[config.mk]
export PLATFORM = sky130hd
export DESIGN_NAME = eth_frame_gen_flat
export DESIGN_NICKNAME = d
export VERILOG_FILES = /design/src/rtl/eth_frame_gen_pkg.sv /design/src/rtl/eth_frame_gen_if.sv /design/src/rtl/eth_gen_beat_builder.sv /design/src/rtl/eth_frame_gen.sv /design/src/flat_wrapper.sv
export SDC_FILE = /design/constraint.sdc
export NUM_CORES = 1
export LEC_CHECK = 0
export BUFFER_PORTS_ARGS = -buffer_cell sky130_fd_sc_hd__buf_2
export CAP_MARGIN = 10
export CORE_MARGIN = 8
export CORE_UTILIZATION = 56
export DETAILED_ROUTE_END_ITERATION = 16
export GPL_TIMING_DRIVEN = 0
export PLACE_DENSITY = 0.79
export SLEW_MARGIN = 20
export SYNTH_ARGS = -nofsm -noshare
export SYNTH_HDL_FRONTEND = slang
export SYNTH_SLANG_ARGS = --single-unit
[constraint.sdc]
create_clock -name i_tx_clk -period 4.8 [get_ports i_tx_clk]
set_input_delay 0.72 -clock i_tx_clk [delete_from_list [all_inputs] [get_ports i_tx_clk]]
set_output_delay 0.72 -clock i_tx_clk [all_outputs]
set_load 0.05 [all_outputs]
[src/rtl/eth_frame_gen_pkg.sv]
// Shared constants, FSM state type and length clamp for the Ethernet frame generator.
package eth_frame_gen_pkg;

  localparam int N_SYMBOLS   = 8;
  localparam int W_SYMBOL    = 8;
  localparam int ETH_HDR_LEN = 14;
  localparam int GEN_MIN_LEN = 60;
  localparam int GEN_MAX_LEN = 1514;
  localparam int LEN_W       = 11;
  localparam int IDX_W       = 12;

  typedef enum logic [1:0] {
    IDLE,
    LOAD,
    SEND,
    GAP
  } gen_state_t;

  function automatic logic [LEN_W-1:0] clamp_len(input logic [LEN_W-1:0] len,
                                                 input int min_len,
                                                 input int max_len);
    if (len < LEN_W'(min_len)) return LEN_W'(min_len);
    if (len > LEN_W'(max_len)) return LEN_W'(max_len);
    return len;
  endfunction

endpackage

[src/rtl/eth_frame_gen_if.sv]
// AXI-Stream bundle between the frame generator (master) and the MAC TX input (slave).
interface eth_frame_gen_if;
  import eth_frame_gen_pkg::*;

  logic                            tvalid;
  logic [N_SYMBOLS*W_SYMBOL-1:0]   tdata;
  logic [N_SYMBOLS-1:0]            tkeep;
  logic                            tlast;
  logic                            tready;

  modport master (output tvalid, tdata, tkeep, tlast, input tready);
  modport slave  (input tvalid, tdata, tkeep, tlast, output tready);

endinterface

[src/rtl/eth_gen_beat_builder.sv]
// Combinational beat former: maps byte index b..b+N-1 onto header fields or the
// sequence-seeded payload ramp, and derives tkeep/tlast from the frame length.
module eth_gen_beat_builder
  import eth_frame_gen_pkg::*;
(
  input  logic [IDX_W-1:0]                i_b,
  input  logic [LEN_W-1:0]                i_len,
  input  logic [7:0]                      i_seq,
  input  logic [47:0]                     i_dst_mac,
  input  logic [47:0]                     i_src_mac,
  input  logic [15:0]                     i_ethertype,
  output logic [N_SYMBOLS*W_SYMBOL-1:0]   o_tdata,
  output logic [N_SYMBOLS-1:0]            o_tkeep,
  output logic                            o_tlast
);

  logic [ETH_HDR_LEN*8-1:0] w_hdr;
  logic [LEN_W-1:0]         w_rem;

  assign w_hdr = {i_dst_mac, i_src_mac, i_ethertype};
  assign w_rem = i_len % LEN_W'(N_SYMBOLS);

  always_comb begin
    logic [IDX_W-1:0] idx;
    int               hidx;
    o_tdata = '0;
    for (int k = 0; k < N_SYMBOLS; k++) begin
      idx  = i_b + IDX_W'(k);
      hidx = 0;
      if (idx < IDX_W'(ETH_HDR_LEN)) begin
        hidx = ETH_HDR_LEN - 1 - int'(idx);
        o_tdata[k*W_SYMBOL +: W_SYMBOL] = W_SYMBOL'(w_hdr[hidx*8 +: 8]);
      end else begin
        // Payload byte i is seq + (i - 14), wrapping modulo 256.
        o_tdata[k*W_SYMBOL +: W_SYMBOL] = W_SYMBOL'(i_seq + idx[7:0] - 8'(ETH_HDR_LEN));
      end
    end
  end

  always_comb begin
    o_tlast = (i_b + IDX_W'(N_SYMBOLS)) >= IDX_W'(i_len);
    o_tkeep = '1;
    if (o_tlast && (w_rem != '0))
      o_tkeep = N_SYMBOLS'((32'd1 << w_rem) - 32'd1);
  end

endmodule

[src/rtl/eth_frame_gen.sv]
// Back-to-back Ethernet frame source (FCS excluded) with run control, IFG
// insertion and a deterministic payload ramp seeded by a per-frame sequence number.
module eth_frame_gen
  import eth_frame_gen_pkg::*;
#(
  parameter int MIN_LEN = GEN_MIN_LEN,
  parameter int MAX_LEN = GEN_MAX_LEN
) (
  input  logic                  i_tx_clk,
  input  logic                  i_tx_reset,
  input  logic                  i_start,
  input  logic                  i_stop,
  input  logic [15:0]           i_n_frames,
  input  logic [LEN_W-1:0]      i_frame_len,
  input  logic [7:0]            i_ifg_cycles,
  input  logic [47:0]           i_dst_mac,
  input  logic [47:0]           i_src_mac,
  input  logic [15:0]           i_ethertype,
  eth_frame_gen_if.master       m_axis,
  output logic                  o_busy,
  output logic                  o_done,
  output logic [31:0]           o_frame_cnt
);

  gen_state_t                    r_state, w_next;
  logic [IDX_W-1:0]              r_b;
  logic [LEN_W-1:0]              r_len;
  logic [7:0]                    r_seq, r_ifg, r_gap_cnt;
  logic [47:0]                   r_dst, r_src;
  logic [15:0]                   r_eth, r_run_cnt;
  logic [31:0]                   r_frame_cnt;
  logic                          r_done;
  logic                          w_send, w_xfer, w_frame_end, w_run_done, w_finish, w_tlast;
  logic [N_SYMBOLS*W_SYMBOL-1:0] w_tdata;
  logic [N_SYMBOLS-1:0]          w_tkeep;

  eth_gen_beat_builder u_beat (
    .i_b         (r_b),
    .i_len       (r_len),
    .i_seq       (r_seq),
    .i_dst_mac   (r_dst),
    .i_src_mac   (r_src),
    .i_ethertype (r_eth),
    .o_tdata     (w_tdata),
    .o_tkeep     (w_tkeep),
    .o_tlast     (w_tlast)
  );

  assign w_send      = (r_state == SEND);
  assign w_xfer      = w_send && m_axis.tready;
  assign w_frame_end = w_xfer && w_tlast;
  assign w_run_done  = ((i_n_frames != 16'd0) && ((r_run_cnt + 16'd1) == i_n_frames)) || i_stop;

  always_ff @(posedge i_tx_clk or posedge i_tx_reset) begin
    if (i_tx_reset) r_state <= IDLE;
    else            r_state <= w_next;
  end

  always_comb begin
    w_next   = r_state;
    w_finish = 1'b0;
    case (r_state)
      IDLE: if (i_start) w_next = LOAD;
      LOAD: w_next = SEND;
      SEND: begin
        if (w_frame_end) begin
          if (w_run_done) begin
            w_next   = IDLE;
            w_finish = 1'b1;
          end else if (r_ifg == 8'd0) begin
            w_next = LOAD;
          end else begin
            w_next = GAP;
          end
        end
      end
      GAP: begin
        if (i_stop) begin
          w_next   = IDLE;
          w_finish = 1'b1;
        end else if (r_gap_cnt == (r_ifg - 8'd1)) begin
          w_next = LOAD;
        end
      end
      default: w_next = IDLE;
    endcase
  end

  always_ff @(posedge i_tx_clk or posedge i_tx_reset) begin
    if (i_tx_reset) begin
      r_b         <= '0;
      r_seq       <= '0;
      r_gap_cnt   <= '0;
      r_run_cnt   <= '0;
      r_frame_cnt <= '0;
      r_done      <= 1'b0;
    end else begin
      r_done <= w_finish;
      if ((r_state == IDLE) && i_start) r_run_cnt <= '0;
      if (r_state == LOAD)  r_b <= '0;
      else if (w_xfer)      r_b <= r_b + IDX_W'(N_SYMBOLS);
      r_gap_cnt <= (r_state == GAP) ? r_gap_cnt + 8'd1 : 8'd0;
      if (w_frame_end) begin
        r_seq       <= r_seq + 8'd1;
        r_frame_cnt <= r_frame_cnt + 32'd1;
        r_run_cnt   <= r_run_cnt + 16'd1;
      end
    end
  end

  // Frame parameters are sampled only in LOAD; they need no reset since tvalid gates their use.
  always_ff @(posedge i_tx_clk) begin
    if (r_state == LOAD) begin
      r_len <= clamp_len(i_frame_len, MIN_LEN, MAX_LEN);
      r_dst <= i_dst_mac;
      r_src <= i_src_mac;
      r_eth <= i_ethertype;
      r_ifg <= i_ifg_cycles;
    end
  end

  assign m_axis.tvalid = w_send;
  assign m_axis.tdata  = w_send ? w_tdata : '0;
  assign m_axis.tkeep  = w_send ? w_tkeep : '0;
  assign m_axis.tlast  = w_send && w_tlast;
  assign o_busy        = (r_state != IDLE);
  assign o_done        = r_done;
  assign o_frame_cnt   = r_frame_cnt;

endmodule

[src/flat_wrapper.sv]
// flat-port wrapper written by rule: the top's interface ports become plain ports
module eth_frame_gen_flat import eth_frame_gen_pkg::*;
#(
  parameter int MIN_LEN = GEN_MIN_LEN,
  parameter int MAX_LEN = GEN_MAX_LEN
)
  (i_tx_clk, i_tx_reset, i_start, i_stop, i_n_frames, i_frame_len, i_ifg_cycles, i_dst_mac, i_src_mac, i_ethertype, o_busy, o_done, o_frame_cnt, m_axis_tvalid, m_axis_tdata, m_axis_tkeep, m_axis_tlast, m_axis_tready);
  eth_frame_gen_if m_axis_i ();
  input  logic i_tx_clk;
  input  logic i_tx_reset;
  input  logic i_start;
  input  logic i_stop;
  input  logic [15:0] i_n_frames;
  input  logic [LEN_W-1:0] i_frame_len;
  input  logic [7:0] i_ifg_cycles;
  input  logic [47:0] i_dst_mac;
  input  logic [47:0] i_src_mac;
  input  logic [15:0] i_ethertype;
  output logic o_busy;
  output logic o_done;
  output logic [31:0] o_frame_cnt;
  output wire logic [$bits(m_axis_i.tvalid)-1:0] m_axis_tvalid;
  output wire logic [$bits(m_axis_i.tdata)-1:0] m_axis_tdata;
  output wire logic [$bits(m_axis_i.tkeep)-1:0] m_axis_tkeep;
  output wire logic [$bits(m_axis_i.tlast)-1:0] m_axis_tlast;
  input wire logic [$bits(m_axis_i.tready)-1:0] m_axis_tready;
  assign m_axis_tvalid = m_axis_i.tvalid;
  assign m_axis_tdata = m_axis_i.tdata;
  assign m_axis_tkeep = m_axis_i.tkeep;
  assign m_axis_tlast = m_axis_i.tlast;
  assign m_axis_i.tready = m_axis_tready;
  eth_frame_gen #(.MIN_LEN(MIN_LEN), .MAX_LEN(MAX_LEN)) u_core (.i_tx_clk(i_tx_clk), .i_tx_reset(i_tx_reset), .i_start(i_start), .i_stop(i_stop), .i_n_frames(i_n_frames), .i_frame_len(i_frame_len), .i_ifg_cycles(i_ifg_cycles), .i_dst_mac(i_dst_mac), .i_src_mac(i_src_mac), .i_ethertype(i_ethertype), .m_axis(m_axis_i), .o_busy(o_busy), .o_done(o_done), .o_frame_cnt(o_frame_cnt));
endmodule
==> impl_metrics.py, run 1 <==
metrics = {
    "worst_setup_path": {
        "worst-r2r-setup-slack_ns": 1.27,
        "end_kind": "output port",
        "max_stage_delay_ns": 0.50,
        "worstRegToRegCells": 13,
        "crit_chain": "clkbuf_4, clkbuf_4, nand3_1, xnor2_1, ha_1, o2111a_1, o31ai_1, a31oi_1, or3_1, buf_2, and2_1, a21oi_1, buf_2",
        "regToRegEndpoint": "u_core.r_run_cnt[13]",
        "cp.required_ns": 4.08,
        "r2r_start": "u_core.r_b[3]",
        "cp_slowest_cell": "dfrtp_1",
        "path_max_fanout": 10,
        "critical_path_class": "flip-flop to output port",
        "critPathLaunchType": "flip-flop",
        "critPathArrivalTime_ns": 3.84,
    },
    "cells_and_area": {
        "syn2layout_area_growth_pct": 20.4,
        "n_antenna_cell": 0,
        "final_net_count": 1663,
        "final_util": 0.688,
        "drive_gt1_frac": 0.243,
        "stdcell_area_mm2": 0.0145,
        "stdcell_count": 1729,
    },
    "cts": {
        "cts_tree": "yes",
        "clock-root-buffer": "clkbuf_16",
        "cts_hold_buf": 0,
        "clkTransAtPathRegs_ns": 0.06,
        "clockBufferDepth": 3,
        "numCtsBuffers": 23,
        "clk_latency_ns": 0.52,
        "cts_sinks": 207,
        "htree_levels": 1,
    },
    "synth": {
        "synth_fa_ha_area_frac": 0.0777,
        "synth_area_leaders": "edfxtp_1 33%, dfrtp_1 16%, ha_1 6.8%",
        "synth_most_common_cell": "edfxtp_1",
        "synth_top_area_frac": 0.328,
        "yosys_register_bits": 207,
        "yosysTopAreaCell": "edfxtp_1",
        "yosys.area_share.simple": 0.156,
        "synth_edf_count": 131,
        "synth_compound_area_frac": 0.102,
        "synthTopCellsByCount": "131 x edfxtp_1, 111 x nor2_1, 92 x nand2_1",
        "synth.avg_cell_area_um2": 10.5,
        "syn-cell-area_mm2": 0.0120,
        "synth_cell_types": 71,
        "synth-async-reset-ratio": 0.367,
        "yosysWarnings": 0,
        "ys.flop_type": "edfxtp_1",
        "synth_top_family_by_area": "simple AND/OR/NAND/NOR gates",
        "synth_mux_area_frac": 0.0441,
        "synthXorXnorAreaFrac": 0.0910,
        "synth_cells": 1148,
        "ys_seq_area_frac": 0.486,
    },
    "floorplanning": {
        "start_util": 0.571,
        "die_w_um": 162,
        "die-area_mm2": 0.0264,
        "num_io_pins": 260,
        "rows": 53,
        "core_area_mm2": 0.0210,
        "dieHeight_um": 162,
    },
    "global_route": {
        "grt-ovfl-total": 0,
        "use_met3": 0.0546,
        "grt_max_degree": 89,
        "antenna_found_initial": 1,
        "met2_usage": 0.402,
        "grt_pass1_wl_mm": 50.2,
        "grt_most_used_layer": "met2",
        "met1_usage": 0.287,
        "grt_usage": 0.237,
        "grt_pass1_vias": 9843,
    },
    "placement": {
        "dp_hpwl_mm": 24.6,
        "port_buffers": 259,
        "place_congestion": 0.929,
        "dp_cells": 1690,
        "place_area_mm2": 0.0137,
    },
    "sta": {
        "fin_skew_ns": 0.0168,
        "hold_viol_final": 0,
        "finalWorstPathRequiredPeriod_ns": 4.56,
        "worstMarginPinSlew_ns": 0.778,
        "fmax_mhz": 219,
        "rsz0062_at_grt": "false",
        "fin_hold_ws_ns": 0.240,
        "slew_headroom": 0.481,
        "setup_viol": 0,
        "period_share": 0.949,
        "drv_slew": 0,
    },
    "power_and_ir_drop": {
        "irDropWorstVdd_uv": 769,
        "powerDensity_mw_per_mm2": 689,
        "total_leakage_power_nw": 6.41,
    },
    "status": {
        "status": "completed",
    },
    "route": {
        "routed_wl_mm": 32.1,
        "wl_per_cell_um": 18.6,
        "drc": 0,
        "viasPerCell": 5.61,
        "drtIter0Drc": 703,
        "dr.pass1.iters": 5,
        "vias": 9700,
        "postRouteAntennaNets": 0,
    },
    "hold_path": {
        "min_path_type": "input pin to asynchronous set/reset pin",
    },
    "job": {
        "cap_violations": 0,
    },
}
[metrics by stage]
step / setup WS [ns] / total power, W / setup TNS, ns
after floorplan: 0.565 / 0.00670 / 0
after global placement: -0.0442 / 0.00825 / -4.46
after detailed placement: 0.239 / 0.00828 / 0
after CTS: 0.0867 / 0.0100 / 0
after global routing: 0.0205 / 0.0105 / 0
final: 0.243 / 0.00997 / 0
[final cells by class]
cell class / instances / area, um^2
fill: 1610 / 6560
sequential: 207 / 5840
multi-input combinational: 826 / 5680
timing repair buffer: 261 / 1340
clock buffer: 30 / 643
tap: 275 / 344
buffer: 56 / 283
inverter: 65 / 251
clock inverter: 9 / 81.3
[metal layers]
metal  part of all wire  wire length, um
met1               0.40            12800
met2               0.48            15500
met3              0.079             2550
met4              0.040             1290
met5            0.00040               13
[report_power, final]
group,total [W],switching (W),leakage [nW],internal (W)
sequential,0.00215,0.000103,2.20,0.00204
clock,0.00169,0.000694,0.352,0.000996
combinational,0.00613,0.00459,3.86,0.00154
total,0.00997,0.00539,6.41,0.00458
[critical path: cells and delay by family, from the launching register on]
kind	cells	cell delay, ns
buf+inv	4	1.04
simple gates	3	0.68
compound gates	4	0.58
flops	1	0.50
fa+ha+maj	1	0.29
xor+xnor	1	0.23
[timing repair]
action | 4_1_cts | 5_1_grt
setup endpoints to repair | 8 | 6
gates resized for setup | 2 | 5
setup buffers | 0 | 0
[cells in the final DEF, fill, tap and decap left out, types with 26 or more instances in the layout]
cell type,instances
mux2i_1,36
dfrtp_1,75
nor3_1,26
nand2_1,92
o21ai_0,44
xor2_1,32
a21oi_1,78
clkbuf_1,39
edfxtp_1,131
nand3_1,50
buf_2,265
xnor2_1,91
ha_1,65
nor2_1,111
inv_1,63
[cell families after synthesis]
kind of cell             Yosys count
AND/OR/NAND/NOR                  374
AO/OA/AOI/OAI                    198
XOR/XNOR                         124
buffers and inverters            121
adder cells (fa/ha/maj)           71
flip-flops                       207
multiplexers                      51
other                              2
[registers in the layout, summed over array words and instances (netlist names)]
register	flops
u_core.r_dst	48
u_core.r_src	48
u_core.o_frame_cnt	32
u_core.r_eth	16
u_core.r_run_cnt	16
u_core.r_len	11
u_core.r_b	9
u_core.r_gap_cnt	8
u_core.r_ifg	8
u_core.r_seq	8
u_core.r_state	2
u_core.o_done	1
[worst max-delay path by stage]
stage,end,slack (ns),startpoint,cells past startpoint
after detailed placement,m_axis_tkeep[3],0.24,u_core.r_b[3],13
final,m_axis_tkeep[3],0.24,u_core.r_b[3],13
after global placement,u_core.r_src[6],-0.04,u_core.r_state[1],3
after CTS,m_axis_tkeep[3],0.09,u_core.r_b[3],13
after floorplan,m_axis_tkeep[1],0.57,u_core.r_b[3],12
after global routing,m_axis_tkeep[3],0.02,u_core.r_b[3],13
No activity file was read; power rests on OpenSTA's default activity.
==> run 2: changes to the inputs <==
CORE_UTILIZATION = 60   (was 56)
SYNTH_HIERARCHICAL = 1   (was default)
==> impl_metrics.py, run 2 <==
metrics = {
    "job": {
        "cap_violations": 0,
    },
    "synth": {
        "syn-cell-area_mm2": 0.0197,
        "yosys_register_bits": 207,
        "yosysTopAreaCell": "edfxtp_1",
        "synth_most_common_cell": "edfxtp_1",
        "synthTopCellsByCount": "131 x edfxtp_1, 129 x xnor2_1, 127 x inv_1, 127 x mux4_2, 126 x ha_1",
        "synth_cells": 1922,
        "synth.avg_cell_area_um2": 10.3,
        "synth_top_area_frac": 0.200,
        "yosysWarnings": 6,
        "synth_cell_types": 99,
        "ys_seq_area_frac": 0.296,
        "ys.flop_type": "edfxtp_1",
        "synth_area_leaders": "edfxtp_1 20%, mux4_2 15%, dfrtp_1 9.6%",
        "synth_edf_count": 131,
        "synth-async-reset-ratio": 0.367,
    },
    "cells_and_area": {
        "stdcell_count": 2693,
        "final_cell_mix": "289 x buf_2, 131 x edfxtp_1, 128 x xnor2_1, 127 x mux4_2",
        "syn2layout_area_growth_pct": 14.9,
        "drive_gt1_frac": 0.252,
        "final_net_count": 2519,
        "fill_cells": 2369,
        "final_common_cell": "buf_2",
    },
    "route": {
        "wl_per_cell_um": 27.9,
        "drtIter0Drc": 2219,
        "viasPerCell": 6.80,
        "drc": 0,
        "vias": 18300,
        "postRouteAntennaNets": 0,
        "routed_wl_mm": 75.2,
        "dr.pass1.iters": 8,
    },
    "sta": {
        "fin_hold_ws_ns": 0.233,
        "drv_slew": 0,
        "period_share": 0.974,
        "worstMarginPinSlew_ns": 0.903,
        "fmax_mhz": 214,
        "fin_setup_tns_ns": 0,
        "fin_skew_ns": 0.0115,
        "setup_viol": 0,
        "hold_viol_final": 0,
        "finalWorstPathRequiredPeriod_ns": 4.67,
        "rsz0062_at_grt": "false",
        "slew_headroom": 0.397,
    },
    "worst_setup_path": {
        "critical_path_class": "flip-flop to output port",
        "path_max_fanout": 18,
        "cp.required_ns": 4.08,
        "regToRegEndpoint": "u_core/r_run_cnt[5]",
        "critPathArrivalTime_ns": 3.95,
        "end_kind": "output port",
        "endpoint": "m_axis_tdata[63]",
        "critical_path.startpoint": "u_core/r_b[3]",
        "worstRegToRegCells": 15,
        "worst-r2r-setup-slack_ns": 0.30,
        "critPathLaunchType": "flip-flop",
        "r2r_start": "u_core/r_b[3]",
    },
    "floorplanning": {
        "die-area_mm2": 0.0389,
        "die_w_um": 197,
        "core_area_mm2": 0.0325,
        "dieHeight_um": 197,
        "rows": 66,
        "start_util": 0.607,
        "num_io_pins": 260,
    },
    "placement": {
        "place_congestion": 1.04,
        "dp_cells": 2649,
        "dp_hpwl_mm": 58.9,
        "port_buffers": 258,
    },
    "cts": {
        "clk_latency_ns": 0.54,
        "numCtsBuffers": 22,
        "cts_hold_buf": 0,
        "clockBufferDepth": 3,
        "clock-root-buffer": "clkbuf_16",
        "htree_levels": 1,
        "cts_sinks": 207,
        "clkTransAtPathRegs_ns": 0.06,
        "cts_tree": "yes",
    },
    "status": {
        "status": "completed",
    },
    "global_route": {
        "grt_pass1_vias": 18100,
        "grt_pass1_wl_mm": 112,
        "antenna_found_initial": 5,
        "grt-ovfl-total": 0,
        "grt_usage": 0.380,
        "grt_max_degree": 42,
    },
    "power_and_ir_drop": {
        "powerDensity_mw_per_mm2": 668,
        "irDropWorstVdd_uv": 1060,
        "total_leakage_power_nw": 9.79,
        "power_w": 0.0151,
    },
    "hold_path": {
        "min_path_type": "input pin to asynchronous set/reset pin",
    },
}
[run 2: area by class of cell]
class	instances	area (um^2)	share of cell area
clock inverters	17	229	0.0101
diodes	2	5.00	0.000221
repair buffers	271	1500	0.0662
multi-input cells	1485	12900	0.571
flip-flops and latches	207	5840	0.258
inverters	131	494	0.0218
plain buffers	115	544	0.0240
clock buffers	23	554	0.0245
well taps	442	553	0.0244
[run 2: repair_timing]
item / CTS / global route
gates resized for setup: 10 / 3
buffers inserted: 2 / 4
pin swaps: 0 / 2
endpoints found under the setup margin: 67 / 29
[run 2: kinds of logic after synthesis]
kind of cell / Yosys count / share of synthesized area
buffers and inverters: 250 / 0.0527
adder cells (fa/ha/maj): 134 / 0.0881
other: 2 / 0.000381
AO/OA/AOI/OAI: 357 / 0.125
multiplexers: 221 / 0.194
flip-flops: 207 / 0.296
XOR/XNOR: 184 / 0.0873
AND/OR/NAND/NOR: 567 / 0.156
[run 2: worst min-delay path by stage]
stage	from	to	slack, ns	cells after the start
after floorplan	u_core/r_seq[4]	u_core/r_seq[4]	0.46	1
after global placement	u_core/o_frame_cnt[16]	u_core/o_frame_cnt[16]	0.48	1
after detailed placement	u_core/r_seq[4]	u_core/r_seq[4]	0.48	1
after CTS	i_tx_reset	u_core/r_b[9]	0.24	2
after global routing	i_tx_reset	u_core/r_b[9]	0.28	2
final	i_tx_reset	u_core/r_b[9]	0.23	2
[run 2: power breakdown]
group / leakage [nW] / switching [W] / internal (W)
registers: 2.22 / 0.000186 / 0.00206
clock network: 0.384 / 0.000764 / 0.00107
logic: 7.19 / 0.00740 / 0.00365
[run 2: critical path, stage by stage (launching register included)]
cell	delay [ns]
dfrtp_2	0.43
buf_4	0.23
inv_1	0.12
clkbuf_4	0.26
xnor2_1	0.17
inv_1	0.09
ha_1	0.28
ha_1	0.34
a21o_1	0.18
a21oi_1	0.22
o21ai_0	0.16
xnor2_1	0.27
mux2_2	0.20
and3_1	0.17
buf_2	0.28
[run 2: stage by stage]
| stage | area, um^2 | worst slack [ns] | utilization |
|---|---|---|---|
| floorplan | 19800 | 0.152 | - |
| global route | 22700 | 0.00421 | 0.698 |
| finish | 22700 | 0.127 | 0.698 |
| CTS | 22600 | 0.00392 | 0.697 |
| global placement | 21600 | -1.25 | 0.667 |
| detailed placement | 21800 | -0.917 | 0.672 |
[run 2: routing by layer]
layer | vias up | track usage | routed length [um]
li1 | 7828 | - | -
met1 | 8833 | 0.487 | 27500
met2 | 1352 | 0.584 | 33700
met3 | 304 | 0.0886 | 8570
met4 | 8 | 0.226 | 5420
met5 | - | 0 | 51
==> run 3: changes to the inputs <==
CORE_UTILIZATION = 50   (was 60)
GPL_TIMING_DRIVEN = default   (was 0)
PLACE_DENSITY = 0.74   (was 0.79)
SYNTH_HIERARCHICAL = default   (was 1)
clock period = 3.84 ns   (was 4.8 ns; I/O delays follow)
==> impl_metrics.py, run 3 (synthesis gave the netlist of run 1 again) <==
metrics = {
    "status": {
        "status": "completed",
    },
    "route": {
        "drtIter0Drc": 698,
        "vias": 9427,
        "dr.pass1.iters": 5,
        "viasPerCell": 5.39,
        "postRouteAntennaNets": 0,
        "drc": 0,
        "routed_wl_mm": 31.2,
        "wl_per_cell_um": 17.8,
    },
    "job": {
        "cap_violations": 0,
    },
    "sta": {
        "fin_ws_ns": 0.00658,
        "fin_skew_ns": 0.0198,
        "setup_viol": 0,
        "period_share": 0.998,
        "fmax_mhz": 261,
        "fin_hold_ws_ns": 0.0571,
        "rsz0062_at_grt": "true",
        "worstMarginPinSlew_ns": 0.861,
        "slew_headroom": 0.426,
        "drv_slew": 0,
        "hold_viol_final": 0,
        "finalWorstPathRequiredPeriod_ns": 3.83,
    },
    "cells_and_area": {
        "final_common_cell": "buf_2",
        "final_net_count": 1633,
        "drive_gt1_frac": 0.271,
        "stdcell_area_mm2": 0.0146,
        "final_cell_mix": "243 x buf_2, 131 x edfxtp_1, 111 x nor2_1, 91 x nand2_1, 90 x xnor2_1",
        "syn2layout_area_growth_pct": 21.7,
        "stdcell_count": 1748,
    },
    "global_route": {
        "grt-ovfl-total": 0,
        "grt_pass1_wl_mm": 48.1,
        "grt_pass1_vias": 9352,
        "grt_usage": 0.205,
        "antenna_found_initial": 1,
        "grt_max_degree": 94,
    },
    "placement": {
        "place_area_mm2": 0.0136,
        "place_congestion": 0.870,
        "dp_hpwl_mm": 23.3,
        "port_buffers": 259,
        "pre_cts_ws_ns": 0.260,
        "dp_cells": 1697,
    },
    "cts": {
        "cts_hold_buf": 0,
        "numCtsBuffers": 24,
        "clkTransAtPathRegs_ns": 0.06,
        "clk_latency_ns": 0.53,
        "clockBufferDepth": 3,
        "clock-root-buffer": "clkbuf_16",
        "cts_tree": "yes",
        "htree_levels": 1,
        "cts_sinks": 207,
    },
    "floorplanning": {
        "num_io_pins": 260,
        "dieHeight_um": 171,
        "die-area_mm2": 0.0292,
        "rows": 56,
        "core_area_mm2": 0.0235,
        "die_w_um": 171,
        "start_util": 0.510,
    },
    "worst_setup_path": {
        "end_kind": "output port",
        "critPathArrivalTime_ns": 3.26,
        "critPathLaunchType": "flip-flop",
        "path_max_fanout": 5,
        "worstRegToRegCells": 12,
        "cp.required_ns": 3.26,
        "worst-r2r-setup-slack_ns": 0.51,
        "critical_path_class": "flip-flop to output port",
    },
    "power_and_ir_drop": {
        "total_leakage_power_nw": 6.44,
        "powerDensity_mw_per_mm2": 866,
        "irDropWorstVdd_uv": 950,
    },
    "hold_path": {
        "min_path_type": "input pin to asynchronous set/reset pin",
    },
}
[run 3: cell types whose count changed in the layout (fill, tap and decap cells not counted), sizes merged, moves of 16 or more]
cell	change
o211ai	-21
mux2i	-38
buf	-48
nand2b	-19
inv	-63
and3	-83
mux4	-127
clkbuf	-44
xnor2	-42
nand3	-17
ha	-61
nand2	-16
a22o	-19
o21ai	-36
[run 3: layer usage]
metal	routed length, um	global-route usage
met4	645	0.0507
met2	15200	0.350
met3	2400	0.0537
met1	12900	0.256
met5	0	0
[run 3: final cells by class]
| type | count | area, um^2 |
|---|---|---|
| tap | 319 | 399 |
| multi-input combinational | 826 | 5770 |
| fill | 1950 | 8920 |
| sequential | 207 | 5840 |
| clock buffer | 31 | 637 |
| clock inverter | 13 | 141 |
| antenna | 1 | 2.50 |
| inverter | 65 | 246 |
| timing repair buffer | 286 | 1580 |
[run 3: through the flow]
stage	utilization	TNS, ns	power (W)
2_1_floorplan	-	-0.985	0.00838
3_5_place_dp	0.580	0	0.0103
6_report	0.621	0	0.0127
3_3_place_gp	0.580	0	0.0102
5_1_grt	0.621	-0.798	0.0133
4_1_cts	0.616	0	0.0126
[run 3: critical path, cell delays in order, from the launching register on]
cell      delay, ns
dfrtp_2        0.44
and3_1         0.23
and3_1         0.22
xor2_1         0.22
ha_1           0.29
o21a_1         0.19
o21ai_2        0.12
a31oi_2        0.05
or3_4          0.42
and2_4         0.18
nor2_1         0.11
clkbuf_4       0.25
[run 3: worst paths after layout]
kind                                         from                endpoint
setup / recovery                    u_core.r_b[7]         m_axis_tkeep[7]
hold / removal                         i_tx_reset  u_core.o_frame_cnt[29]
setup reg to reg                    u_core.r_b[7]     u_core.r_run_cnt[7]
hold reg to reg            u_core.o_frame_cnt[31]  u_core.o_frame_cnt[31]
max in group asynchronous              i_tx_reset     u_core.r_run_cnt[2]
min in group i_tx_clk               i_dst_mac[26]        u_core.r_dst[26]
[run 3: what timing repair did]
action / CTS / global route
pin swaps: 3 / 6
buffers inserted: 5 / 1
gates cloned: 0 / 0
resized for setup: 12 / 42
endpoints found under the setup margin: 10 / 19
[run 3: report_power, final]
group	internal [W]	leakage (nW)	switching, W
Sequential	0.00256	2.20	0.000135
Combinational	0.00210	3.86	0.00563
Clock	0.00132	0.376	0.000923
